--- config.mk ---
export PLATFORM = sky130hd
export DESIGN_NAME = ddc_mixer_cic
export DESIGN_NICKNAME = d
export VERILOG_FILES = /design/src/rtl/ddc_mixer_cic.sv
export SDC_FILE = /design/constraint.sdc
export NUM_CORES = 2
export LEC_CHECK = 0
export BUFFER_PORTS_ARGS = -buffer_cell sky130_fd_sc_hd__buf_4
export CORE_ASPECT_RATIO = 1.2
export CORE_MARGIN = 3
export CORE_UTILIZATION = 40
export CTS_CLUSTER_DIAMETER = 200
export CTS_CLUSTER_SIZE = 10
export DETAILED_ROUTE_END_ITERATION = 7
export PLACE_DENSITY = 0.55
export SLEW_MARGIN = 30
export SYNTH_ARGS = -nofsm -noshare
export SYNTH_HDL_FRONTEND = slang
export SYNTH_SLANG_ARGS = --single-unit
--- constraint.sdc ---
create_clock -name clk -period 8.3 [get_ports clk]
set_input_delay 1.66 -clock clk [delete_from_list [all_inputs] [get_ports clk]]
set_output_delay 1.66 -clock clk [all_outputs]
set_load 0.05 [all_outputs]
--- src/rtl/ddc_mixer_cic.sv ---
// rtl/ddc_mixer_cic.sv - quadrature mixer followed by per-channel CIC decimators
// I/Q share one decimation counter and strobe; integrators wrap modulo 2^ACC_W by design.
module ddc_mixer_cic #(
  parameter int DATA_W = 10,
  parameter int LO_W   = 10,
  parameter int DEC    = 16,
  parameter int STAGES = 3,
  parameter int OUT_W  = 16
) (
  input  logic              clk,
  input  logic              rst_n,
  input  logic [DATA_W-1:0] adc_in,
  input  logic [LO_W-1:0]   lo_cos,
  input  logic [LO_W-1:0]   lo_sin,
  input  logic              in_valid,
  output logic [OUT_W-1:0]  i_out,
  output logic [OUT_W-1:0]  q_out,
  output logic              out_valid
);

  localparam int PROD_W = DATA_W + LO_W;
  localparam int CNT_W  = $clog2(DEC);
  localparam int ACC_W  = PROD_W + STAGES * CNT_W;
  localparam int SHIFT  = ACC_W - OUT_W;

  logic signed [PROD_W-1:0] adc_x, cos_x, sin_x;
  logic signed [PROD_W-1:0] p_i, p_q;
  logic                     m_valid;
  logic                     dec_stb;
  logic [CNT_W-1:0]         cnt;

  logic signed [ACC_W-1:0]  int_i [STAGES];
  logic signed [ACC_W-1:0]  int_q [STAGES];
  logic signed [ACC_W-1:0]  dly_i [STAGES];
  logic signed [ACC_W-1:0]  dly_q [STAGES];
  logic signed [ACC_W-1:0]  comb_in_i [STAGES];
  logic signed [ACC_W-1:0]  comb_in_q [STAGES];
  logic signed [ACC_W-1:0]  comb_out_i, comb_out_q;

  // Operands widened first so the product is the exact full-precision value.
  assign adc_x = PROD_W'($signed(adc_in));
  assign cos_x = PROD_W'($signed(lo_cos));
  assign sin_x = PROD_W'($signed(lo_sin));

  always_ff @(posedge clk or negedge rst_n) begin
    if (!rst_n) begin
      p_i     <= '0;
      p_q     <= '0;
      m_valid <= 1'b0;
    end else begin
      m_valid <= in_valid;
      if (in_valid) begin
        p_i <= adc_x * cos_x;
        p_q <= adc_x * sin_x;
      end
    end
  end

  always_ff @(posedge clk or negedge rst_n) begin
    if (!rst_n) begin
      for (int k = 0; k < STAGES; k++) begin
        int_i[k] <= '0;
        int_q[k] <= '0;
      end
      cnt     <= '0;
      dec_stb <= 1'b0;
    end else begin
      dec_stb <= m_valid && (cnt == CNT_W'(DEC - 1));
      if (m_valid) begin
        int_i[0] <= int_i[0] + ACC_W'(p_i);
        int_q[0] <= int_q[0] + ACC_W'(p_q);
        for (int k = 1; k < STAGES; k++) begin
          int_i[k] <= int_i[k] + int_i[k-1];
          int_q[k] <= int_q[k] + int_q[k-1];
        end
        cnt <= cnt + 1'b1;
      end
    end
  end

  // Each comb stage input is what its delay register captures on the strobe.
  always_comb begin
    comb_out_i = int_i[STAGES-1];
    comb_out_q = int_q[STAGES-1];
    for (int k = 0; k < STAGES; k++) begin
      comb_in_i[k] = comb_out_i;
      comb_in_q[k] = comb_out_q;
      comb_out_i   = comb_out_i - dly_i[k];
      comb_out_q   = comb_out_q - dly_q[k];
    end
  end

  always_ff @(posedge clk or negedge rst_n) begin
    if (!rst_n) begin
      for (int k = 0; k < STAGES; k++) begin
        dly_i[k] <= '0;
        dly_q[k] <= '0;
      end
      i_out     <= '0;
      q_out     <= '0;
      out_valid <= 1'b0;
    end else begin
      out_valid <= dec_stb;
      if (dec_stb) begin
        for (int k = 0; k < STAGES; k++) begin
          dly_i[k] <= comb_in_i[k];
          dly_q[k] <= comb_in_q[k];
        end
        i_out <= OUT_W'(comb_out_i >>> SHIFT);
        q_out <= OUT_W'(comb_out_q >>> SHIFT);
      end
    end
  end

endmodule

==> summary.md <==
| Metric | Value |
|---|---|
| Number of buffers and inverters on the critical path | 2 |
| Number of max-cap violations | 0 |
| Setup Viol. Count Final | 0 |
| CP Capture Type | flip-flop |
| Global-route usage over all layers | 0.162 |
| Netlist cell types | 88 |
| Post-Syn Area | 41700 um2 |
| Number of enable-type register cells in the synthesized netlist | 0 |
| Ranking of synthesized cells by instance count | 487 x inv_1, 469 x ha_1, 463 x dfrtp_1, 449 x nand2_1, 308 x o21ai_0 |
| Core Box Area | 103000 um2 |
| Number of hold-repair buffers added at the cts stage | 0 |
| Post CTS Setup Buffer Count | 0 |
| Hold crit path type | flip-flop to flip-flop |
| Synthesized net count | 5265 |
| Number of optimization iterations in the first detailed-route pass | 5 |
| DR DRC count | 0 |
| Area share of the largest cell type after synthesis | 0.278 |
| Via density per instance | 5.16 |
| Pin count of the biggest net entering global routing | 253 |
| Fraction of final layout cells with drive strength greater than 1 | 0.0851 |
| Number of clock sinks | 463 |
| Area enclosed by the die boundary | 108000 um2 |
| Length of routed met2 wiring | about 40 mm |
| Routed wire per std cell | 14.7 um |
| Element type at the critical path start | flip-flop |
| Mapped Cells | 4571 |
| DP Area | 43600 um2 |
| CTS tree | yes |
| Ys async rst share | 1.00 |
| Setup tns final | 0 ns |
| Highest routed layer | met4 |
| Grt ovf | 0 |
| Cell area after layout | 45000 um2 |
| Drt initial violations | 1425 |
| Post-DP HPWL | roughly 66 mm |
| CTS max path bufs | 3 |
| Gpl congestion | 0.816 |
| CTS buffer count | 52 |
| Wire length of the first global-routing pass | 150 mm |
| Via count of the first global-routing pass | 30500 |
| Flop and latch count out of synthesis | 463 |
| Metal1 wirelength | 42.9 mm |
| Worst path setup slack after routing | 1.29 ns |
| Dominant delay contributor by cell family on the critical path | compound AO/OA/AOI/OAI gates |
| Data arrival time of the worst path | 7.51 ns |
| Number of instances resized during post-cts repair | 0 |
| Setup repair after global routing missed its margin | no |
| Area growth from synthesis to layout | 7.83% |
| Cell with the most instances after synthesis | inv_1 |
| Top cells by area, synth | dfrtp_1 28%, ha_1 14%, fa_1 9.2% |
| Post-synthesis average cell area | 9.13 um2 |
| Antenna diode count | 0 |
| Slew margin rel. | 0.443 |
| Min cycle time layout | 7.01 ns |
| Die Height | 360 um |
| Insertion delay of the later-clocked pin in the worst-skew pair | 0.62 ns |
| Category of the critical setup timing path | flip-flop to flip-flop |
| CP max stage cell | dfrtp_1 |
| Initial Util | 0.404 |
| Synthesis warning total | 0 |
| Wirelength, routed | 87.3 mm |
| Final Cycle Share | 0.844 |
| Final-report max-slew violation count | 0 |
| Final number of hold-violating endpoints | 0 |
| Maximum frequency from static timing analysis | 0.143 GHz |
| Clock-pin transition on the worst setup and hold timing paths | 0.06 ns |
| Horiz. Die Dim | 301 um |
| CP required | 8.80 ns |
| Proportion of synthesized chip area in sequential cells | 0.278 |
| Pre-CTS setup slack | 1.34 ns |
| Largest stage delay on the critical path | 0.40 ns |
| Clock root buffer | clkbuf_16 |
| Actual transition at the worst max-transition pin | between 0.8 and 0.9 ns |
| Final Net Count | 5271 |
| Post-synthesis cell type with the largest combined area | dfrtp_1 |
| I/O pins | 66 |
| Cell seen most often among critical-path stages | a21oi_1 |
| Most used flip-flop cell after synthesis | dfrtp_1 |
| Maximum net fanout on the critical path | 6 |
| Status | complete, no violations |
| Count of nets left with antenna violations after detail routing | 0 |
| Initial antenna violation count | 0 |
| Total number of vias | 30700 |
| Number of standard-cell rows in the floorplan | approximately 130 |
| Worst clock skew on the final layout | 0.0244 ns |
| Detailed route wirelength on metal3 | roughly 2.1 mm |
| Input/output buffers | 65 |
| Number of H-tree levels | 2 |
==> state kept, by name (all words and copies together), names as in the netlist, 16 cells and up <==
signal and flops:
comb_in_i 32, comb_in_q 32, dly_i 96, dly_q 96
i_out 16, int_i 64, int_q 64, p_i 20
p_q 20, q_out 16
==> through the flow <==
stage | std cells | util | hold slack [ns]
floorplan | 4571 | - | 0.417
global route | 5956 | 0.436 | 0.498
CTS | 5955 | 0.435 | 0.482
global placement | 5897 | 0.422 | 0.457
finish | 5956 | 0.436 | 0.476
detailed placement | 5897 | 0.422 | 0.469
==> worst register-to-register path, delay by kind of cell (launching register included) <==
family                     cells  cell delay [ns]
muxes                          1             0.25
adders and majority gates      4             1.21
buffers and inverters          2             0.15
xor gates and xnor gates       4             0.59
AOI/OAI and AO/OA             23             4.29
DFF                            1             0.40
==> cell families after synthesis <==
group                    share of synthesized area
AO/OA/AOI/OAI                                0.183
adder cells (fa/ha/maj)                      0.233
buffers and inverters                       0.0551
multiplexers                                0.0547
flip-flops                                   0.278
XOR/XNOR                                    0.0662
AND/OR/NAND/NOR                              0.131
==> layout make-up <==
class,count,area [um2]
Tap cell,1375,1720
Inverter,488,1830
Clock buffer,55,1330
Clock inverter,3,26.3
Multi-Input combinational cell,3495,27900
Timing Repair Buffer,77,647
Sequential cell,463,11600
Fill cell,10200,58300
==> placed cells by master, fill, tap and decap left out, drive strengths merged, types with 70 or more instances in the layout <==
| cell | instances |
|---|---|
| inv | 489 |
| ha | 469 |
| dfrtp | 463 |
| nand2 | 449 |
| o21ai | 317 |
| a21oi | 296 |
| xnor2 | 226 |
| mux2 | 200 |
| nor2 | 198 |
| fa | 192 |
| a21o | 161 |
| and2 | 94 |
| xor2 | 82 |
| buf | 77 |
| o21a | 70 |
==> metal layers <==
layer,vias up,global-route usage
met5,-,0
met4,0,0.0399
met3,91,0.0165
met2,291,0.274
met1,14400,0.224
li1,15900,-
==> worst paths after layout <==
check / endpoint / slack (ns) / startpoint / cells after the start
worst max-delay path: q_out[15] / 1.29 / comb_in_q[64] / 34
worst min-delay path: cnt[3] / 0.48 / cnt[3] / 1
worst max register to register: q_out[15] / 1.29 / comb_in_q[64] / 34
worst min register to register: cnt[3] / 0.48 / cnt[3] / 1
max in group asynchronous: m_valid / 5.86 / rst_n / 2
min in group asynchronous: dly_i[33] / 1.11 / rst_n / 1
Power is left out: the tool's default activity adds up to more than one toggle a clock period on the data nets, which glitch-free logic cannot reach.
